===== src/rtl/glitch_mon_pkg.sv =====
// Shared types and helpers for the glitch monitor: FSM state encoding,
// default counter width and a saturating increment.
package glitch_mon_pkg;

  typedef enum logic [2:0] {
    IDLE     = 3'd0,
    DELAY    = 3'd1,
    WIDTH    = 3'd2,
    REPORT   = 3'd3,
    WAIT_REL = 3'd4
  } state_t;

  localparam int CNT_WIDTH_DEFAULT = 32;
  localparam int SAT_MAX_WIDTH     = 64;

  // Increments value but sticks at the all-ones pattern of the given width.
  function automatic logic [SAT_MAX_WIDTH-1:0] sat_inc(input logic [SAT_MAX_WIDTH-1:0] value,
                                                      input int width);
    logic [SAT_MAX_WIDTH-1:0] all_ones;
    all_ones = (width >= SAT_MAX_WIDTH) ? '1 : ((64'd1 << width) - 64'd1);
    return (value >= all_ones) ? all_ones : value + 64'd1;
  endfunction

endpackage


===== src/rtl/glitch_mon_edge.sv =====
// Input capture and rise/fall detection for one observed line.
// Define GLITCH_MON_SYNC_EN to insert a 2-flop synchroniser ahead of the capture flop.
module glitch_mon_edge (
  input  logic clk,
  input  logic rst,
  input  logic din,
  output logic level,
  output logic rise,
  output logic fall
);

  logic pre;

`ifdef GLITCH_MON_SYNC_EN
  localparam int STAGES = 3;
  logic [1:0] sync_q;

  always_ff @(posedge clk) begin
    if (rst) sync_q <= '0;
    else     sync_q <= {sync_q[0], din};
  end

  assign pre = sync_q[1];
`else
  localparam int STAGES = 1;
  assign pre = din;
`endif

  logic            x;
  logic            x_q;
  logic [STAGES:0] arm;

  // Edges stay masked until the pipeline has refilled after reset, so a line
  // already high at reset release never looks like a fresh edge.
  always_ff @(posedge clk) begin
    if (rst) begin
      x   <= 1'b0;
      x_q <= 1'b0;
      arm <= '0;
    end else begin
      x   <= pre;
      x_q <= x;
      arm <= {arm[STAGES-1:0], 1'b1};
    end
  end

  assign level = x;
  assign rise  = arm[STAGES] &  x & ~x_q;
  assign fall  = arm[STAGES] & ~x &  x_q;

endmodule


===== src/rtl/glitch_monitor.sv =====
// Measures trigger-rise to glitch-rise delay and glitch width, reporting each
// result once with pass/fail. Optional input synchronisers: GLITCH_MON_SYNC_EN.
module glitch_monitor
  import glitch_mon_pkg::*;
#(
  parameter int          CNT_WIDTH     = CNT_WIDTH_DEFAULT,
  parameter logic [31:0] EXP_DELAY     = 32'd200_000_000,
  parameter logic [31:0] EXP_WIDTH     = 32'd200,
  parameter logic [31:0] TOLERANCE     = 32'd2,
  parameter logic [31:0] TIMEOUT_COUNT = 32'd400_000_000
) (
  input  logic                 clk,
  input  logic                 rst,
  input  logic                 trigger,
  input  logic                 glitch,
  output logic                 busy,
  output logic                 result_valid,
  output logic [CNT_WIDTH-1:0] delay_count,
  output logic [CNT_WIDTH-1:0] width_count,
  output logic                 pass,
  output logic                 timeout,
  output logic                 aborted,
  output logic                 spurious
);

  localparam logic [CNT_WIDTH-1:0] EXP_D     = CNT_WIDTH'(EXP_DELAY);
  localparam logic [CNT_WIDTH-1:0] EXP_W     = CNT_WIDTH'(EXP_WIDTH);
  localparam logic [CNT_WIDTH-1:0] TIMEOUT_C = CNT_WIDTH'(TIMEOUT_COUNT);
  localparam logic [CNT_WIDTH:0]   TOL       = (CNT_WIDTH+1)'(TOLERANCE);
  localparam logic [CNT_WIDTH-1:0] ONE       = {{(CNT_WIDTH-1){1'b0}}, 1'b1};

  function automatic logic [CNT_WIDTH:0] abs_diff(input logic [CNT_WIDTH-1:0] a,
                                                  input logic [CNT_WIDTH-1:0] b);
    logic [CNT_WIDTH:0] ea;
    logic [CNT_WIDTH:0] eb;
    ea = {1'b0, a};
    eb = {1'b0, b};
    return (ea >= eb) ? (ea - eb) : (eb - ea);
  endfunction

  logic trig_level, trig_rise, trig_fall;
  logic glit_level, glit_rise, glit_fall;

  glitch_mon_edge u_trig_edge (
    .clk   (clk),
    .rst   (rst),
    .din   (trigger),
    .level (trig_level),
    .rise  (trig_rise),
    .fall  (trig_fall)
  );

  glitch_mon_edge u_glit_edge (
    .clk   (clk),
    .rst   (rst),
    .din   (glitch),
    .level (glit_level),
    .rise  (glit_rise),
    .fall  (glit_fall)
  );

  state_t               state;
  logic [CNT_WIDTH-1:0] counter;
  logic [CNT_WIDTH-1:0] counter_inc;
  logic [CNT_WIDTH-1:0] delay_meas;
  logic [CNT_WIDTH-1:0] width_meas;
  logic [CNT_WIDTH:0]   delay_diff;
  logic [CNT_WIDTH:0]   width_diff;
  logic                 err_timeout;
  logic                 err_abort;

  assign counter_inc = CNT_WIDTH'(sat_inc(SAT_MAX_WIDTH'(counter), CNT_WIDTH));

  // Measurements accumulate in internal registers and are copied to the
  // outputs only in REPORT, so the result fields stay stable between pulses.
  always_ff @(posedge clk) begin
    if (rst) begin
      state        <= IDLE;
      counter      <= '0;
      delay_meas   <= '0;
      width_meas   <= '0;
      delay_diff   <= '0;
      width_diff   <= '0;
      err_timeout  <= 1'b0;
      err_abort    <= 1'b0;
      busy         <= 1'b0;
      result_valid <= 1'b0;
      delay_count  <= '0;
      width_count  <= '0;
      pass         <= 1'b0;
      timeout      <= 1'b0;
      aborted      <= 1'b0;
      spurious     <= 1'b0;
    end else begin
      result_valid <= 1'b0;
      spurious     <= 1'b0;
      case (state)
        IDLE: begin
          counter     <= '0;
          delay_meas  <= '0;
          width_meas  <= '0;
          err_timeout <= 1'b0;
          err_abort   <= 1'b0;
          if (trig_rise && glit_rise) begin
            delay_diff <= abs_diff('0, EXP_D);
            counter    <= ONE;
            state      <= WIDTH;
            busy       <= 1'b1;
          end else if (trig_rise) begin
            counter <= ONE;
            state   <= DELAY;
            busy    <= 1'b1;
          end else if (glit_rise) begin
            spurious <= 1'b1;
          end
        end

        // Glitch rise takes priority over the trigger dropping in the same cycle.
        DELAY: begin
          counter <= counter_inc;
          if (glit_rise) begin
            delay_meas <= counter;
            delay_diff <= abs_diff(counter, EXP_D);
            counter    <= ONE;
            state      <= WIDTH;
          end else if (trig_fall) begin
            err_abort <= 1'b1;
            state     <= REPORT;
          end else if (counter == TIMEOUT_C) begin
            err_timeout <= 1'b1;
            delay_meas  <= counter;
            state       <= REPORT;
          end
        end

        WIDTH: begin
          counter <= counter_inc;
          if (glit_fall) begin
            width_meas <= counter;
            width_diff <= abs_diff(counter, EXP_W);
            state      <= REPORT;
          end else if (counter == TIMEOUT_C) begin
            err_timeout <= 1'b1;
            width_meas  <= counter;
            state       <= REPORT;
          end
        end

        REPORT: begin
          result_valid <= 1'b1;
          delay_count  <= delay_meas;
          width_count  <= width_meas;
          timeout      <= err_timeout;
          aborted      <= err_abort;
          pass         <= !err_timeout && !err_abort &&
                          (delay_diff <= TOL) && (width_diff <= TOL);
          spurious     <= glit_rise;
          state        <= WAIT_REL;
        end

        WAIT_REL: begin
          spurious <= glit_rise;
          if (!trig_level && !glit_level) begin
            state <= IDLE;
            busy  <= 1'b0;
          end
        end

        default: begin
          state <= IDLE;
          busy  <= 1'b0;
        end
      endcase
    end
  end

endmodule


===== config.mk =====
export PLATFORM = sky130hd
export DESIGN_NAME = glitch_monitor
export DESIGN_NICKNAME = d
export VERILOG_FILES = /design/src/rtl/glitch_mon_pkg.sv /design/src/rtl/glitch_mon_edge.sv /design/src/rtl/glitch_monitor.sv
export SDC_FILE = /design/constraint.sdc
export NUM_CORES = 1
export LEC_CHECK = 0
export ABC_AREA = 1
export CORE_MARGIN = 2
export CORE_UTILIZATION = 35
export CTS_CLUSTER_SIZE = 24
export DETAILED_ROUTE_END_ITERATION = 10
export MAX_ROUTING_LAYER = met4
export SKIP_LAST_GASP = 1
export SYNTH_ARGS = -nofsm -noshare
export SYNTH_HDL_FRONTEND = slang
export SYNTH_HIERARCHICAL = 1
export SYNTH_SLANG_ARGS = --single-unit

===== constraint.sdc =====
create_clock -name clk -period 6.1 [get_ports clk]
set_clock_uncertainty 0.05 [all_clocks]
set_input_delay 1.22 -clock clk [delete_from_list [all_inputs] [get_ports clk]]
set_output_delay 1.22 -clock clk [all_outputs]
set_load 0.01 [all_outputs]

==> results.toml <==
[global_routing]
antenna_found_initial = 0
track_usage_pct = 27.02
grt_max_degree = 77
grt_pass1_wl_um = 83720
grt-ovfl-total = 0
grt_pass1_vias = 13684

[clock_tree]
cts_setup_buffers = 0
clockRootBuffer = "clkbuf_16"
htreeDepth = 1
cts_tree = "built"
clk_pin_slew_ns = 0.07
ctsHoldBuffers = 0
clock-sinks = 245
cts_made_buffers = 27
cts_max_path_buffers = 3
clk_latency_ns = 0.58
ctsResizeCount = 0

[power_and_ir_drop]
peakVddDrop_mv = 0.2023
p_leak_nw = 6.808
power_density_nw_per_um2 = 217.4
finalPower_mw = 3.436

[outcome]
status = "completed"

[final_layout]
instances_no_fill = 2704
area_growth_pct = 12.85
fin_nets = 2172
mostFrequentLayoutCells = "nand2_1, nor2_1, dfxtp_1"
final_common_cell = "nand2_1"
drive_gt1_share_pct = 7.756
diodes = 0
fin_area_sq_um = 15800

[sta]
tns_ns = 0
rsz0062_at_grt = "no"
tightest_slew_ns = 1.304
fmax_ghz = 0.2714
fin_crit_sh_pct = 60.40
hold_viol_final = 0
final_max_slew_viol_count = 0
worst_slack_ns = 2.415
setup_viol = 0
relSlewSlack_pct = 12.95
min_period_ns = 3.685

[worst_setup_path]
path_class = "flop to flop"
required_ns = 6.52
cp_slowest_stage_delay_ns = 1.19
slowest_stage = "dfxtp_1"
cpMostUsedCell = "nand2_1"
cp.arrival_ns = 4.11
path_max_fanout = 35
cp-end-kind = "flop"
cpLargestDelayFamily = "simple AND/OR/NAND/NOR gates"
cp_num_buf_inv = 3
startpoint_type = "flop"
crit_path_cell_trace = "inv_2 > nand2_1 > nor2_1 > nand2_1 > nor2_1 > nand2_1 > nand3_4 > inv_4 > nand2_1 > nand3_1 > nand3_1 > nand2_1 > inv_1"

[drt]
via_count = 14742
drt_drc_violations_left = 0
wl_um = 55230
viasPerCell = 5.452
first_pass_iters = 8
drt-wirelength-per-cell_um = 20.42
drtIter0Drc = 1609
ant_nets = 0

[placed_design]
dp_hpwl_um = 39540
io_buffers = 73
post-place-cells = 2654
preCtsSetupSlack_ns = 2.541
dpl_cell_area_sq_um = 14860
gp_congestion = 1.088

[job]
max-cap-violations = 0

[floorplanning]
core_area_sq_um = 39640
die-area_sq_um = 41630
fp.dieW_um = 204.0
std_cell_rows = 73
die_y_um = 204.0
start_util_pct = 35.33
io_pins = 74

[yosys]
ys_ff_latch = 245
synthesis.nets = 2173
async_reset_ff_share_pct = 0
yosysSeqAreaShare_pct = 35.02
netlist_area_sq_um = 14000
avgSynthCellArea_sq_um = 6.487
syn-instance-count = 2159
synth.distinct_cells = 48
synth-edff-count = 0
yosysWarnings = 6
synth_ff_type = "dfxtp_1"

[min_path]
hp-class = "flop to flop"
[where the power goes]
part / leakage, nW / switching (mW) / internal [mW]
combinational: 4.38 / 0.0651 / 0.0183
clock: 0.454 / 0.717 / 1.02
sequential: 1.98 / 0.00615 / 1.61
[worst register-to-register path: stages (launching register included)]
cell and delay [ns]:
dfxtp_1 1.19, inv_2 0.34, nand2_1 0.18, nor2_1 0.07, nand2_1 0.14, nor2_1 0.07, nand2_1 0.15, nand3_4 0.42
inv_4 0.46, nand2_1 0.13, nand3_1 0.09, nand3_1 0.16, nand2_1 0.10, inv_1 0.04
[worst paths after layout]
kind,start,end,slack [ns],cells after the start
min,u_glit_edge/arm[0],u_glit_edge/arm[1],0.35,2
min reg2reg,u_glit_edge/arm[0],u_glit_edge/arm[1],0.35,2
max,counter[18],delay_diff[24],2.42,13
max reg2reg,counter[18],delay_diff[24],2.42,13
[synth_stat cells (3+ instances only)]
library cell	n	area share (%)
o211ai_1	20	1.1
xor2_1	57	3.6
inv_2	27	0.72
inv_1	137	3.7
nand2_1	482	13
or2_2	5	0.22
and2_1	4	0.18
buf_1	7	0.19
xnor2_1	3	0.19
nor2_1	362	9.7
buf_6	15	1.2
clkinv_1	5	0.13
nor2_4	9	0.72
nand2_2	10	0.45
o21ai_0	136	4.9
nor2_2	20	0.89
nor3_1	23	0.82
nand4_1	33	1.5
buf_4	23	1.2
o21a_1	14	0.75
nand3_2	3	0.21
a21oi_1	166	5.9
o21ai_1	23	0.82
nor4_1	15	0.67
ha_1	10	0.89
clkbuf_1	53	1.4
buf_2	27	0.96
dfxtp_1	245	35
nor3_2	3	0.21
nand3_1	197	7.0
[cell type report]
cell class | count | area (sq um)
clock buffers | 37 | 773.2
repair buffers | 97 | 908.4
fillers | 4318 | 23840
clock inverters | 13 | 168.9
well taps | 525 | 656.9
multi-input cells | 1613 | 7726
inverters | 174 | 665.6
flip-flops and latches | 245 | 4905
[sequential cells by signal, summed over array words and instances (netlist names)]
name,cells
delay_diff,33
width_diff,33
counter,32
delay_count,32
delay_meas,32
width_count,32
width_meas,32
state,3
u_glit_edge/arm,2
u_trig_edge/arm,2
aborted,1
busy,1
err_abort,1
err_timeout,1
pass,1
result_valid,1
spurious,1
timeout,1
u_glit_edge/level,1
u_glit_edge/x_q,1
u_trig_edge/level,1
u_trig_edge/x_q,1
[routing by layer]
layer  vias to the layer above  global-route usage (%)  part of all wire, %
met5                         -                       -                    0
met4                         0                   11.67                  4.9
met1                      6893                   36.22                   44
li1                       7002                       -                    -
met2                       672                   39.61                   43
met3                       175                   5.086                  8.7
[per-stage QoR]
stage | utilization [%] | hold WS [ns]
4_1_cts | 39.87 | 0.3530
2_1_floorplan | - | 0.3383
3_5_place_dp | 37.49 | 0.3443
3_3_place_gp | 37.49 | 0.3399
5_1_grt | 39.87 | 0.3699
6_report | 39.87 | 0.3535
[kinds of logic after synthesis]
kind of cell	after synthesis	synth area share [%]
adder cells (fa/ha/maj)	10	0.8934
buffers and inverters	301	9.908
AND/OR/NAND/NOR	1175	36.46
XOR/XNOR	60	3.752
flip-flops	245	35.02
AO/OA/AOI/OAI	368	13.96
(Power assumes the default switching activity.)
